==> src/rtl/seg_scan_engine.sv <==
// rtl/seg_scan_engine.sv - multiplexed seven-segment scan engine with frame-shadowed data
module seg_scan_engine #(
    parameter int DIGITS       = 8,
    parameter int CNT_DIV      = 50000,
    parameter int BLANK_CYC    = 4,
    parameter int BLINK_FRAMES = 64
) (
    input  logic                  i_clk,
    input  logic                  r_rst_n,
    input  logic [4*DIGITS-1:0]   i_data,
    input  logic [DIGITS-1:0]     i_dp,
    input  logic [DIGITS-1:0]     i_blink,
    input  logic                  i_lz_en,
    input  logic [3:0]            i_bright,
    input  logic                  i_load,
    output logic [DIGITS-1:0]     o_seg_control,
    output logic [7:0]            o_seg_display,
    output logic                  o_frame_done
);

    localparam int PW = $clog2(CNT_DIV);
    localparam int SW = $clog2(DIGITS);
    localparam int FW = $clog2(2 * BLINK_FRAMES);

    localparam logic [PW-1:0] PRE_LAST  = PW'(CNT_DIV - 1);
    localparam logic [SW-1:0] SLOT_LAST = SW'(DIGITS - 1);
    localparam logic [FW-1:0] FRM_LAST  = FW'(2 * BLINK_FRAMES - 1);
    localparam logic [FW-1:0] FRM_OFF   = FW'(BLINK_FRAMES);
    localparam logic [PW-1:0] BLANK_END = PW'(BLANK_CYC);

    logic [PW-1:0]          presc_q, presc_d;
    logic [SW-1:0]          slot_q, slot_d;
    logic [FW-1:0]          frame_q, frame_d;
    logic [4*DIGITS-1:0]    pend_data_q, pend_data_d, act_data_q, act_data_d;
    logic [DIGITS-1:0]      pend_dp_q, pend_dp_d, act_dp_q, act_dp_d;
    logic [DIGITS-1:0]      pend_blink_q, pend_blink_d, act_blink_q, act_blink_d;
    logic                   pend_lz_q, pend_lz_d, act_lz_q, act_lz_d;
    logic [DIGITS-1:0]      seg_ctrl_q, seg_ctrl_d;
    logic [7:0]             seg_disp_q, seg_disp_d;
    logic                   frame_done_q, frame_done_d;

    logic                   boundary;
    logic [3:0]             code;
    logic                   dp_bit;
    logic                   blink_bit;
    logic                   nz_above;
    logic                   suppress;
    logic                   blink_off;
    logic                   en;
    logic [6:0]             seg7;

    // Scan counters: prescaler wraps into slot, slot wraps into frame
    always_comb begin
        boundary = (presc_q == PRE_LAST) && (slot_q == SLOT_LAST);
        presc_d  = presc_q + 1'b1;
        slot_d   = slot_q;
        frame_d  = frame_q;
        if (presc_q == PRE_LAST) begin
            presc_d = '0;
            slot_d  = (slot_q == SLOT_LAST) ? '0 : slot_q + 1'b1;
        end
        if (boundary) begin
            frame_d = (frame_q == FRM_LAST) ? '0 : frame_q + 1'b1;
        end
    end

    // Shadow registers: loads go to pending, active only swaps at frame boundary
    always_comb begin
        pend_data_d  = pend_data_q;
        pend_dp_d    = pend_dp_q;
        pend_blink_d = pend_blink_q;
        pend_lz_d    = pend_lz_q;
        act_data_d   = act_data_q;
        act_dp_d     = act_dp_q;
        act_blink_d  = act_blink_q;
        act_lz_d     = act_lz_q;
        if (i_load) begin
            pend_data_d  = i_data;
            pend_dp_d    = i_dp;
            pend_blink_d = i_blink;
            pend_lz_d    = i_lz_en;
        end
        if (boundary) begin
            act_data_d  = pend_data_d;
            act_dp_d    = pend_dp_d;
            act_blink_d = pend_blink_d;
            act_lz_d    = pend_lz_d;
        end
    end

    // Per-slot decode, zero suppression, blink gating and brightness PWM
    always_comb begin
        code      = 4'h0;
        dp_bit    = 1'b0;
        blink_bit = 1'b0;
        nz_above  = 1'b0;
        for (int k = 0; k < DIGITS; k++) begin
            if (SW'(k) == slot_q) begin
                code      = act_data_q[4*k +: 4];
                dp_bit    = act_dp_q[k];
                blink_bit = act_blink_q[k];
            end
            if ((SW'(k) > slot_q) && (act_data_q[4*k +: 4] != 4'h0)) begin
                nz_above = 1'b1;
            end
        end
        suppress = act_lz_q && (slot_q != '0) && (code == 4'h0) && !nz_above;

        case (code)
            4'h0:    seg7 = 7'h40;
            4'h1:    seg7 = 7'h79;
            4'h2:    seg7 = 7'h24;
            4'h3:    seg7 = 7'h30;
            4'h4:    seg7 = 7'h19;
            4'h5:    seg7 = 7'h12;
            4'h6:    seg7 = 7'h02;
            4'h7:    seg7 = 7'h78;
            4'h8:    seg7 = 7'h00;
            4'h9:    seg7 = 7'h10;
            4'hA:    seg7 = 7'h3F;
            default: seg7 = 7'h7F;
        endcase

        blink_off = (frame_q >= FRM_OFF);
        en = (presc_q >= BLANK_END) && (presc_q[3:0] <= i_bright) && !(blink_bit && blink_off);

        seg_disp_d = suppress ? 8'hFF : {~dp_bit, seg7};
        for (int k = 0; k < DIGITS; k++) begin
            seg_ctrl_d[k] = !((SW'(k) == slot_q) && en);
        end
        frame_done_d = boundary;
    end

    // State and registered outputs
    always_ff @(posedge i_clk or negedge r_rst_n) begin
        if (!r_rst_n) begin
            presc_q      <= '0;
            slot_q       <= '0;
            frame_q      <= '0;
            pend_data_q  <= '0;
            pend_dp_q    <= '0;
            pend_blink_q <= '0;
            pend_lz_q    <= 1'b0;
            act_data_q   <= '0;
            act_dp_q     <= '0;
            act_blink_q  <= '0;
            act_lz_q     <= 1'b0;
            seg_ctrl_q   <= '1;
            seg_disp_q   <= 8'hFF;
            frame_done_q <= 1'b0;
        end else begin
            presc_q      <= presc_d;
            slot_q       <= slot_d;
            frame_q      <= frame_d;
            pend_data_q  <= pend_data_d;
            pend_dp_q    <= pend_dp_d;
            pend_blink_q <= pend_blink_d;
            pend_lz_q    <= pend_lz_d;
            act_data_q   <= act_data_d;
            act_dp_q     <= act_dp_d;
            act_blink_q  <= act_blink_d;
            act_lz_q     <= act_lz_d;
            seg_ctrl_q   <= seg_ctrl_d;
            seg_disp_q   <= seg_disp_d;
            frame_done_q <= frame_done_d;
        end
    end

    assign o_seg_control = seg_ctrl_q;
    assign o_seg_display = seg_disp_q;
    assign o_frame_done  = frame_done_q;

endmodule
==> config.mk <==
export PLATFORM = sky130hd
export DESIGN_NAME = seg_scan_engine
export DESIGN_NICKNAME = d
export VERILOG_FILES = /design/src/rtl/seg_scan_engine.sv
export SDC_FILE = /design/constraint.sdc
export NUM_CORES = 1
export LEC_CHECK = 0
export BUFFER_PORTS_ARGS = -buffer_cell sky130_fd_sc_hd__buf_4
export CAP_MARGIN = 5
export CORE_AREA = 2 2 120 133
export CTS_CLUSTER_SIZE = 8
export DETAILED_ROUTE_END_ITERATION = 8
export DIE_AREA = 0 0 122 135
export GPL_ROUTABILITY_DRIVEN = 0
export PLACE_DENSITY = 0.67
export SLEW_MARGIN = 20
export SYNTH_ARGS = -nofsm -noshare
export SYNTH_HDL_FRONTEND = slang
export SYNTH_SLANG_ARGS = --single-unit
==> constraint.sdc <==
create_clock -name i_clk -period 3.6 [get_ports i_clk]
set_input_delay 0.18 -clock i_clk [delete_from_list [all_inputs] [get_ports i_clk]]
set_output_delay 0.18 -clock i_clk [all_outputs]
set_load 0.01 [all_outputs]
==> results of run 1 <==
## layout by cell type, fill, tap and decap left out, types with 5 or more instances in the layout
cell type      Yosys  final
nand4_1            5      5
nor3_1            13     12
a21oi_1            9      9
xnor2_1            9      9
dfrtp_1          125    125
clkbuf_16          0     17
nand3_1           18     18
inv_1             24     24
buf_4              0     82
a22oi_1            5      5
ha_1              16     14
dlygate4sd3_1      0      5
mux2_2            89     89
nor4_1            10     10
o21ai_0           28     28
nand2_1           35     35
xor2_1             8      8
dfstp_2           16     16
nor2_1            22     22
nand2b_1           5      5
a221oi_1           8      8
## final cells by class
cell class              instances  area, um2
flip-flops and latches        141       3550
repair buffers                 88        679
fillers                      1281       7150
clock inverters                10        161
well taps                     196        245
clock buffers                  22        474
multi-input cells             335       2650
inverters                      24       90.1
## per-stage QoR
step                      power [mW]  setup WS (ns)  area (um2)   util
after CTS                       3.88          0.178        7830  0.522
after global placement          2.00          0.407        7150  0.477
after floorplan                 1.87          0.594        6390      -
after detailed placement        2.01          0.205        7150  0.477
final                           3.84          0.443        7840  0.523
after global routing            3.99          0.164        7840  0.523
## path summary, 6_finish.rpt
| path | from | to | slack (ns) | cells past startpoint |
|---|---|---|---|---|
| worst max-delay path | slot_q[1] | o_seg_display[0] | 0.44 | 12 |
| worst min-delay path | i_lz_en | pend_lz_q | 0.01 | 2 |
| worst max register to register | slot_q[1] | o_seg_display[0] | 0.44 | 12 |
| worst min register to register | presc_q[13] | presc_q[13] | 0.49 | 1 |
| max in group asynchronous | r_rst_n | o_seg_control[0] | 2.37 | 3 |
| min in group asynchronous | r_rst_n | pend_data_q[17] | 0.45 | 2 |
## report_power, final
group	switching [mW]	internal (mW)	leakage [nW]
registers	0.0376	1.68	1.71
logic	0.121	0.146	1.56
clock network	0.639	1.21	0.302
total	0.798	3.04	3.57
## flip-flops by register name (all words and copies together) (netlist names), 3 cells and up
name,cells
act_data_q,32
pend_data_q,32
presc_q,16
act_blink_q,8
act_dp_q,8
o_seg_control,8
o_seg_display,8
pend_blink_q,8
pend_dp_q,8
frame_q,7
slot_q,3
## repair_timing
| action | CTS | global route |
|---|---|---|
| endpoints found under the setup margin | 0 | 4 |
| endpoints found under the hold margin | 105 | 0 |
| gates resized for setup | 0 | 3 |
| hold buffers | 5 | 0 |
## layer usage
metal / routed length (um) / global-route usage / up-vias
met2: 6990 / 0.297 / 109
met3: 526 / 0.0494 / 31
met5: 0 / 0 / -
li1: - / - / 2040
met4: 380 / 0.0849 / 0
met1: 5790 / 0.217 / 2244
## cell families after synthesis
group	Yosys count	synth area share
AOI/OAI and AO/OA	72	0.0775
xor gates and xnor gates	17	0.0233
adders and majority gates	16	0.0313
buffers and inverters	48	0.0323
DFF	141	0.555
muxes	94	0.168
and+or+nand+nor	136	0.112
## cells in the mapped netlist, drive strengths merged, types with 2 or more instances
library cell,n
dfrtp,125
mux2,93
nand2,36
o21ai,28
inv,24
nor2,22
nand3,18
buf,16
dfstp,16
ha,16
nor3,15
nor4,11
a21oi,9
a221oi,9
xnor2,9
clkbuf,8
xor2,8
a22oi,5
nand2b,5
nand4,5
and3,4
nand3b,4
and2,3
and3b,3
nor2b,3
o211ai,3
a221o,2
a311oi,2
nand4b,2
o221ai,2
o311ai,2
or4,2
==> flow_summary.ini, run 1 <==
[sta]
final_max_slew_viol_count = 0
finalHoldViolCount = 0
tightest_slew_ns = 0.868
finalSetupViolCount = 0
slew_headroom = 0.421
rsz0062_at_grt = false
fmax_mhz = 317
fin_setup_tns_ns = 0
fin_crit_ns = 3.16
post-route-period-util = 0.877
whs_ns = 0.0109
fin_worst_skew_ns = 0.00985

[finish]
fin_nets = 679
antenna_cells = 0
drive_gt1_frac = 0.374
post_layout_nonfiller_instances = 816
syn_to_final_growth_pct = 22.8

[clock_network]
root_buffer = clkbuf_16
cts_sinks = 141
clockBufferDepth = 2
postCtsSetupBuffers = 0
clkTransAtPathRegs_ns = 0.06
tritoncts = built
worstSkewPairLatency_ns = 0.42
cts_buffers = 17
cts_max_level = 4

[critical_path]
cp_num_buf_inv = 2
crit_family = compound AO/OA/AOI/OAI gates
required_ns = 3.92
path_cells = inv_1 > ha_2 > a21oi_1 > a221oi_1 > nand2_1 > a21oi_1 > inv_1 > ha_1 > o2111a_1 > o211a_1 > nor3_2 > a221oi_1
criticalPathCategory = flop to flop
end_kind = flop
slowest_stage = dfrtp_1
startpoint_type = flop
arrival_ns = 3.48
critPathMaxFanout = 19
cpPeakStageDelay_ns = 0.56

[global_routing]
grtUsageTotal = 0.179
grt_start_max_net_pins = 115
grt_pass1_wl_um = 22700
grt_pass1_vias = 4556
antenna_found_initial = 0
overflow = 0

[route]
vias = 4424
drc = 0
ant_nets = 0
vias_per_cell = 5.42
drtPass1Iterations = 4
drt_iter0_drc = 237
routed_wl_um = 13700
wl_per_cell_um = 16.8

[floorplanning]
ios = 73
die_width_um = 122
dieArea_mm2 = 0.0165
core_area_mm2 = 0.0150
core.rowCount = 47
die_y_um = 135
start_util = 0.426

[synth]
synthesis.nets = 596
synth_top_area_share = 0.490
ys_warn_count = 0
synth-seq-cells = 141
ys_seq_area_frac = 0.555
async_flop_share = 1.00
synth_area_leaders = dfrtp_1 (49%), mux2_2 (16%), dfstp_2 (6.6%)
netlist_area_mm2 = 0.00639
syn_area_per_cell_um2 = 12.2
netlist_instances = 524
yosysUniqueCellTypes = 55
synth_enable_flop_cells = 0
synth_top_area_cell = dfrtp_1
ys.flop_type = dfrtp_1

[power_and_ir_drop]
max-vdd-ir-drop_v = 0.000287
leakage_nw = 3.57
power.density_mw_per_mm2 = 489

[run]
max_cap_violations = 0

[placement]
dp.cells = 779
dp_hpwl_um = 9610
io_buffer_count = 72

[status]
status = finished clean

[hold_path]
hp-class = primary input to flop
Power figures use the tool's default switching activity.
==> inputs of run 2 (changes only) <==
--- a/config.mk
+++ b/config.mk
@@ -8,11 +8,12 @@
 export BUFFER_PORTS_ARGS = -buffer_cell sky130_fd_sc_hd__buf_4
 export CAP_MARGIN = 5
 export CORE_AREA = 2 2 120 133
+export CTS_CLUSTER_DIAMETER = 120
 export CTS_CLUSTER_SIZE = 8
 export DETAILED_ROUTE_END_ITERATION = 8
 export DIE_AREA = 0 0 122 135
 export GPL_ROUTABILITY_DRIVEN = 0
-export PLACE_DENSITY = 0.67
+export PLACE_DENSITY = 0.69
 export SLEW_MARGIN = 20
 export SYNTH_ARGS = -nofsm -noshare
 export SYNTH_HDL_FRONTEND = slang
==> constraint.sdc (replaced) <==
create_clock -name i_clk -period 2.9 [get_ports i_clk]
set_input_delay 0.145 -clock i_clk [delete_from_list [all_inputs] [get_ports i_clk]]
set_output_delay 0.145 -clock i_clk [all_outputs]
set_load 0.01 [all_outputs]
==> run 2 against run 1 <==
  * Hold slack better by 0.33 ns
  * Design area is 6.5% higher
  * Clock-buffer cell count is 1 higher
  * Clock power is 18% higher
==> flow_summary.ini, run 2 (synthesized netlist as in run 1, its figures left out) <==
[floorplanning]
core_area_mm2 = 0.0150
start_util = 0.426
core.rowCount = 47
dieArea_mm2 = 0.0165
die_width_um = 122
die_y_um = 135
ios = 73

[sta]
fin_crit_ns = 2.69
fmax_mhz = 372
final_max_slew_viol_count = 0
finalSetupViolCount = 0
rsz0062_at_grt = false
post-route-period-util = 0.926
tightest_slew_ns = 0.760
fin_worst_skew_ns = 0.00631
slew_headroom = 0.493
fin_setup_tns_ns = 0
whs_ns = 0.344
finalHoldViolCount = 0

[placement]
io_buffer_count = 72
dp.cells = 786
dp_hpwl_um = 9800

[global_routing]
grtUsageMet1 = 0.224
overflow = 0
grt_start_max_net_pins = 84
antenna_found_initial = 0
use_met2 = 0.302
grt_pass1_wl_um = 23400
grt-busiest-layer = met2
grtUsageTotal = 0.184
grt_pass1_vias = 4797
grtUsageMet3 = 0.0448

[power_and_ir_drop]
max-vdd-ir-drop_v = 0.000320
p_total_mw = 4.70
power.density_mw_per_mm2 = 563
leakage_nw = 3.78

[route]
drt_iter0_drc = 274
vias = 4622
drc = 0
wl_per_cell_um = 16.2
routed_wl_um = 14100
drtPass1Iterations = 5
ant_nets = 0
vias_per_cell = 5.32

[run]
max_cap_violations = 0

[critical_path]
criticalPathCategory = flop to flop
required_ns = 3.21
startpoint_type = flop
end_kind = flop
arrival_ns = 3.00
critPathMaxFanout = 6

[clock_network]
cts_max_level = 4
cts_sinks = 141
postCtsSetupBuffers = 0
clkTransAtPathRegs_ns = 0.06
root_buffer = clkbuf_16
worstSkewPairLatency_ns = 0.42
cts_buffers = 17
tritoncts = built
clockBufferDepth = 2

[finish]
fin_util = 0.557
post_layout_nonfiller_instances = 868
final_cell_mix = dfrtp_1 (125), mux2_2 (89), buf_4 (88)
antenna_cells = 0
layout_commonest_cell = dfrtp_1
syn_to_final_growth_pct = 30.8
drive_gt1_frac = 0.365
top_regs = act_data_q (32), pend_data_q (32), presc_q (16)
fin_nets = 731

[hold_path]
hp-class = primary input to async pin

[status]
status = finished clean
## run 2: changes by cell type in the layout (fill, tap and decap cells not counted), moves of 2 or more
cell,change
clkinvlp_4,+3
buf_4,+6
dlygate4sd3_1,+45
bufinv_16,-2
## run 2: per-stage QoR
step | setup slack [ns] | cell area (um2)
after floorplan | 0.0390 | 6400
after global placement | 0.290 | 7220
after detailed placement | 0.104 | 7220
after CTS | 0.0947 | 8330
after global routing | 0.0108 | 8360
final | 0.214 | 8360
## run 2: worst paths after layout
| kind | from | end | slack [ns] | depth (start not counted) |
|---|---|---|---|---|
| worst min-delay path | r_rst_n | pend_lz_q | 0.34 | 2 |
| worst max register to register | slot_q[0] | o_seg_display[0] | 0.21 | 12 |
| worst min register to register | presc_q[0] | presc_q[0] | 0.49 | 1 |
| min in group i_clk | i_load | pend_data_q[14] | 0.38 | 2 |
| worst max-delay path | slot_q[0] | o_seg_display[0] | 0.21 | 12 |
| max in group asynchronous | r_rst_n | o_seg_control[6] | 1.76 | 3 |
## run 2: metal layers
metal | wire, um | vias up | part of all wire
li1 | - | 2145 | -
met1 | 5910 | 2296 | 0.42
met2 | 7050 | 137 | 0.50
met3 | 636 | 44 | 0.045
met4 | 505 | 0 | 0.036
met5 | 0 | - | 0
## run 2: critical path, cell delays in order (launching register included)
cell and delay, ns:
dfrtp_1 0.40, inv_1 0.15, ha_2 0.25, nand2_1 0.14, or3_1 0.33, o21ai_0 0.12, a21oi_2 0.07, inv_1 0.11
ha_1 0.19, o2111a_1 0.20, o211a_4 0.21, nor3_4 0.05, a221oi_1 0.37
## run 2: area by class of cell
type,count,area [um2]
inverter,24,90.1
multi-input combinational,335,2670
tap,196,245
clock inverter,9,110
clock buffer,23,498
timing repair buffer,140,1190
fill,1189,6640
sequential,141,3550
## run 2: where the power goes
part / switching (mW) / internal [mW] / leakage, nW / total, mW
registers: 0.0474 / 2.09 / 1.71 / 2.13
logic: 0.163 / 0.223 / 1.79 / 0.387
clock network: 0.805 / 1.38 / 0.280 / 2.18
total: 1.02 / 3.69 / 3.78 / 4.70
## run 2: repair_timing
action                                  4_1_cts  5_1_grt
resized for setup                             0        7
endpoints found under the hold margin       118        0
hold buffers                                 50        0
endpoints found under the setup margin        0        8
==> inputs of run 3 (changes only) <==
--- a/config.mk
+++ b/config.mk
@@ -13,7 +13,7 @@
 export DETAILED_ROUTE_END_ITERATION = 8
 export DIE_AREA = 0 0 122 135
 export GPL_ROUTABILITY_DRIVEN = 0
-export PLACE_DENSITY = 0.69
+export PLACE_DENSITY = 0.67
 export SLEW_MARGIN = 20
 export SYNTH_ARGS = -nofsm -noshare
 export SYNTH_HDL_FRONTEND = slang
==> constraint.sdc (replaced) <==
create_clock -name i_clk -period 2.75 [get_ports i_clk]
set_input_delay 0.1375 -clock i_clk [delete_from_list [all_inputs] [get_ports i_clk]]
set_output_delay 0.1375 -clock i_clk [all_outputs]
set_load 0.01 [all_outputs]
==> run 3 against run 2 <==
  * Utilization rose by 1.1 points
  * Power rose by 8.4%
  * Combinational power rose by 7.8%
  * Critical path type unchanged
  * Critical endpoint is now o_seg_display[5]
  * Largest cell class unchanged
  * Highest routed layer unchanged
==> flow_summary.ini, run 3 (synthesized netlist as in run 1, its figures left out) <==
[critical_path]
critPathMaxFanout = 14
required_ns = 3.06
cp_num_buf_inv = 3
crit_family = compound AO/OA/AOI/OAI gates
path_cells = buf_6 > nor2b_4 > buf_4 > nand2_1 > a31o_2 > a221oi_4 > inv_2 > ha_1 > o2111a_1 > o211a_4 > nor3_4 > a221oi_2
arrival_ns = 2.93
startpoint_type = flop
cpPeakStageDelay_ns = 0.42
end_kind = flop
criticalPathCategory = flop to flop
slowest_stage = dfrtp_2

[floorplanning]
ios = 73
start_util = 0.426
die_y_um = 135
dieArea_mm2 = 0.0165
core_area_mm2 = 0.0150
core.rowCount = 47
die_width_um = 122

[sta]
post-route-period-util = 0.952
fin_setup_tns_ns = 0
fin_crit_ns = 2.62
finalHoldViolCount = 0
final_max_slew_viol_count = 0
tightest_slew_ns = 0.763
fin_worst_skew_ns = 0.00847
rsz0062_at_grt = false
fmax_mhz = 382
finalSetupViolCount = 0
slew_headroom = 0.484

[route]
ant_nets = 0
drt_iter0_drc = 287
vias_per_cell = 5.23
routed_wl_um = 14300
vias = 4571
drc = 0
drtPass1Iterations = 4
wl_per_cell_um = 16.4

[hold_path]
hp-class = primary input to async pin

[power_and_ir_drop]
power_frac_comb = 0.082
power.share.clock = 0.476
leakage_nw = 3.85
p_total_mw = 5.10
p_sw_frac = 0.218
seqPwrFrac = 0.442
power.density_mw_per_mm2 = 598
p_int_mw = 3.99
switchingPower_mw = 1.11
max-vdd-ir-drop_v = 0.000280

[global_routing]
grtUsageTotal = 0.185
grtUsageMet1 = 0.230
grt_start_max_net_pins = 75
grtUsageMet3 = 0.0460
antenna_found_initial = 0
use_met2 = 0.308
grt_pass1_vias = 4784
grt-busiest-layer = met2
grt_pass1_wl_um = 23500
overflow = 0

[finish]
multi_input_area_mm2 = 0.00274
post_layout_nonfiller_instances = 874
fillers = 1218
syn_to_final_growth_pct = 33.4
top_regs = act_data_q (32), pend_data_q (32), presc_q (16)
final_cell_mix = dfrtp_1 (123), buf_4 (91), mux2_2 (89)
fin_nets = 737
drive_gt1_frac = 0.385
seq_area_mm2 = 0.00355
antenna_cells = 0
fin_util = 0.568
layout_commonest_cell = dfrtp_1

[placement]
dp.cells = 792
dp_hpwl_um = 9990
io_buffer_count = 72

[clock_network]
postCtsSetupBuffers = 0
cts_sinks = 141
cts_buffers = 17
worstSkewPairLatency_ns = 0.43
clockBufferDepth = 2
tritoncts = built
root_buffer = clkbuf_16
clkTransAtPathRegs_ns = 0.06
cts_max_level = 4

[status]
status = finished clean

[run]
max_cap_violations = 0
[run 3: cell types whose count changed in the layout (fill, tap and decap cells not counted), sizes merged]
| cell | previous run | this run |
|---|---|---|
| buf | 90 | 96 |
| clkbuf | 23 | 19 |
| clkinv | 1 | 5 |
| clkinvlp | 6 | 2 |
| bufinv | 2 | 4 |
| inv | 24 | 26 |
[run 3: through the flow]
step / setup WS (ns) / area, um2 / hold slack (ns)
floorplan: 0.00328 / 6410 / -0.158
global placement: 0.171 / 7280 / 0.179
detailed placement: -0.0305 / 7280 / 0.191
CTS: 0.0291 / 8430 / 0.311
global route: 0.00318 / 8520 / 0.358
finish: 0.131 / 8520 / 0.301
[run 3: repair_timing]
item,4_1_cts,5_1_grt
resized for setup,2,22
cloned,0,0
hold endpoints to repair,110,0
endpoints found under the setup margin,1,8
pin swaps,0,1
hold buffers,50,0
[run 3: path summary, 6_finish.rpt]
kind	startpoint	slack, ns	end	depth (start not counted)
min in group i_clk	i_load	0.36	pend_data_q[0]	2
worst min register to register	presc_q[13]	0.49	presc_q[13]	1
worst max register to register	slot_q[0]	0.13	o_seg_display[5]	12
max in group asynchronous	r_rst_n	1.71	o_seg_control[4]	3
worst max-delay path	slot_q[0]	0.13	o_seg_display[5]	12
worst min-delay path	r_rst_n	0.30	pend_data_q[5]	2
[run 3: final cells by class]
cell class                      instances  share of cell area
Inverter                               24              0.0109
Clock inverter                         13              0.0222
Tap cell                              196              0.0288
Multi-Input combinational cell        335               0.322
Timing Repair Buffer                  146               0.148
Clock buffer                           19              0.0520
Sequential cell                       141               0.417
[run 3: power by group through the flow]
stage | sequential (mW) | combinational (mW) | clock, mW
floorplan | 2.27 | 0.181 | 0
global placement | 2.28 | 0.345 | 0
detailed placement | 2.29 | 0.357 | 0
CTS | 2.25 | 0.420 | 2.48
global route | 2.26 | 0.459 | 2.58
finish | 2.25 | 0.417 | 2.43
[run 3: routing by layer]
| layer | routed length, um | vias up |
|---|---|---|
| met3 | 564 | 28 |
| met2 | 7270 | 100 |
| li1 | - | 2156 |
| met4 | 330 | 0 |
| met5 | 0 | - |
| met1 | 6130 | 2287 |
[run 3: worst register-to-register path, stage by stage, from the launching register on]
cell and delay (ns):
dfrtp_2 0.42, buf_6 0.18, nor2b_4 0.18, buf_4 0.13
nand2_1 0.05, a31o_2 0.26, a221oi_4 0.30, inv_2 0.08
ha_1 0.21, o2111a_1 0.13, o211a_4 0.17, nor3_4 0.27
a221oi_2 0.12
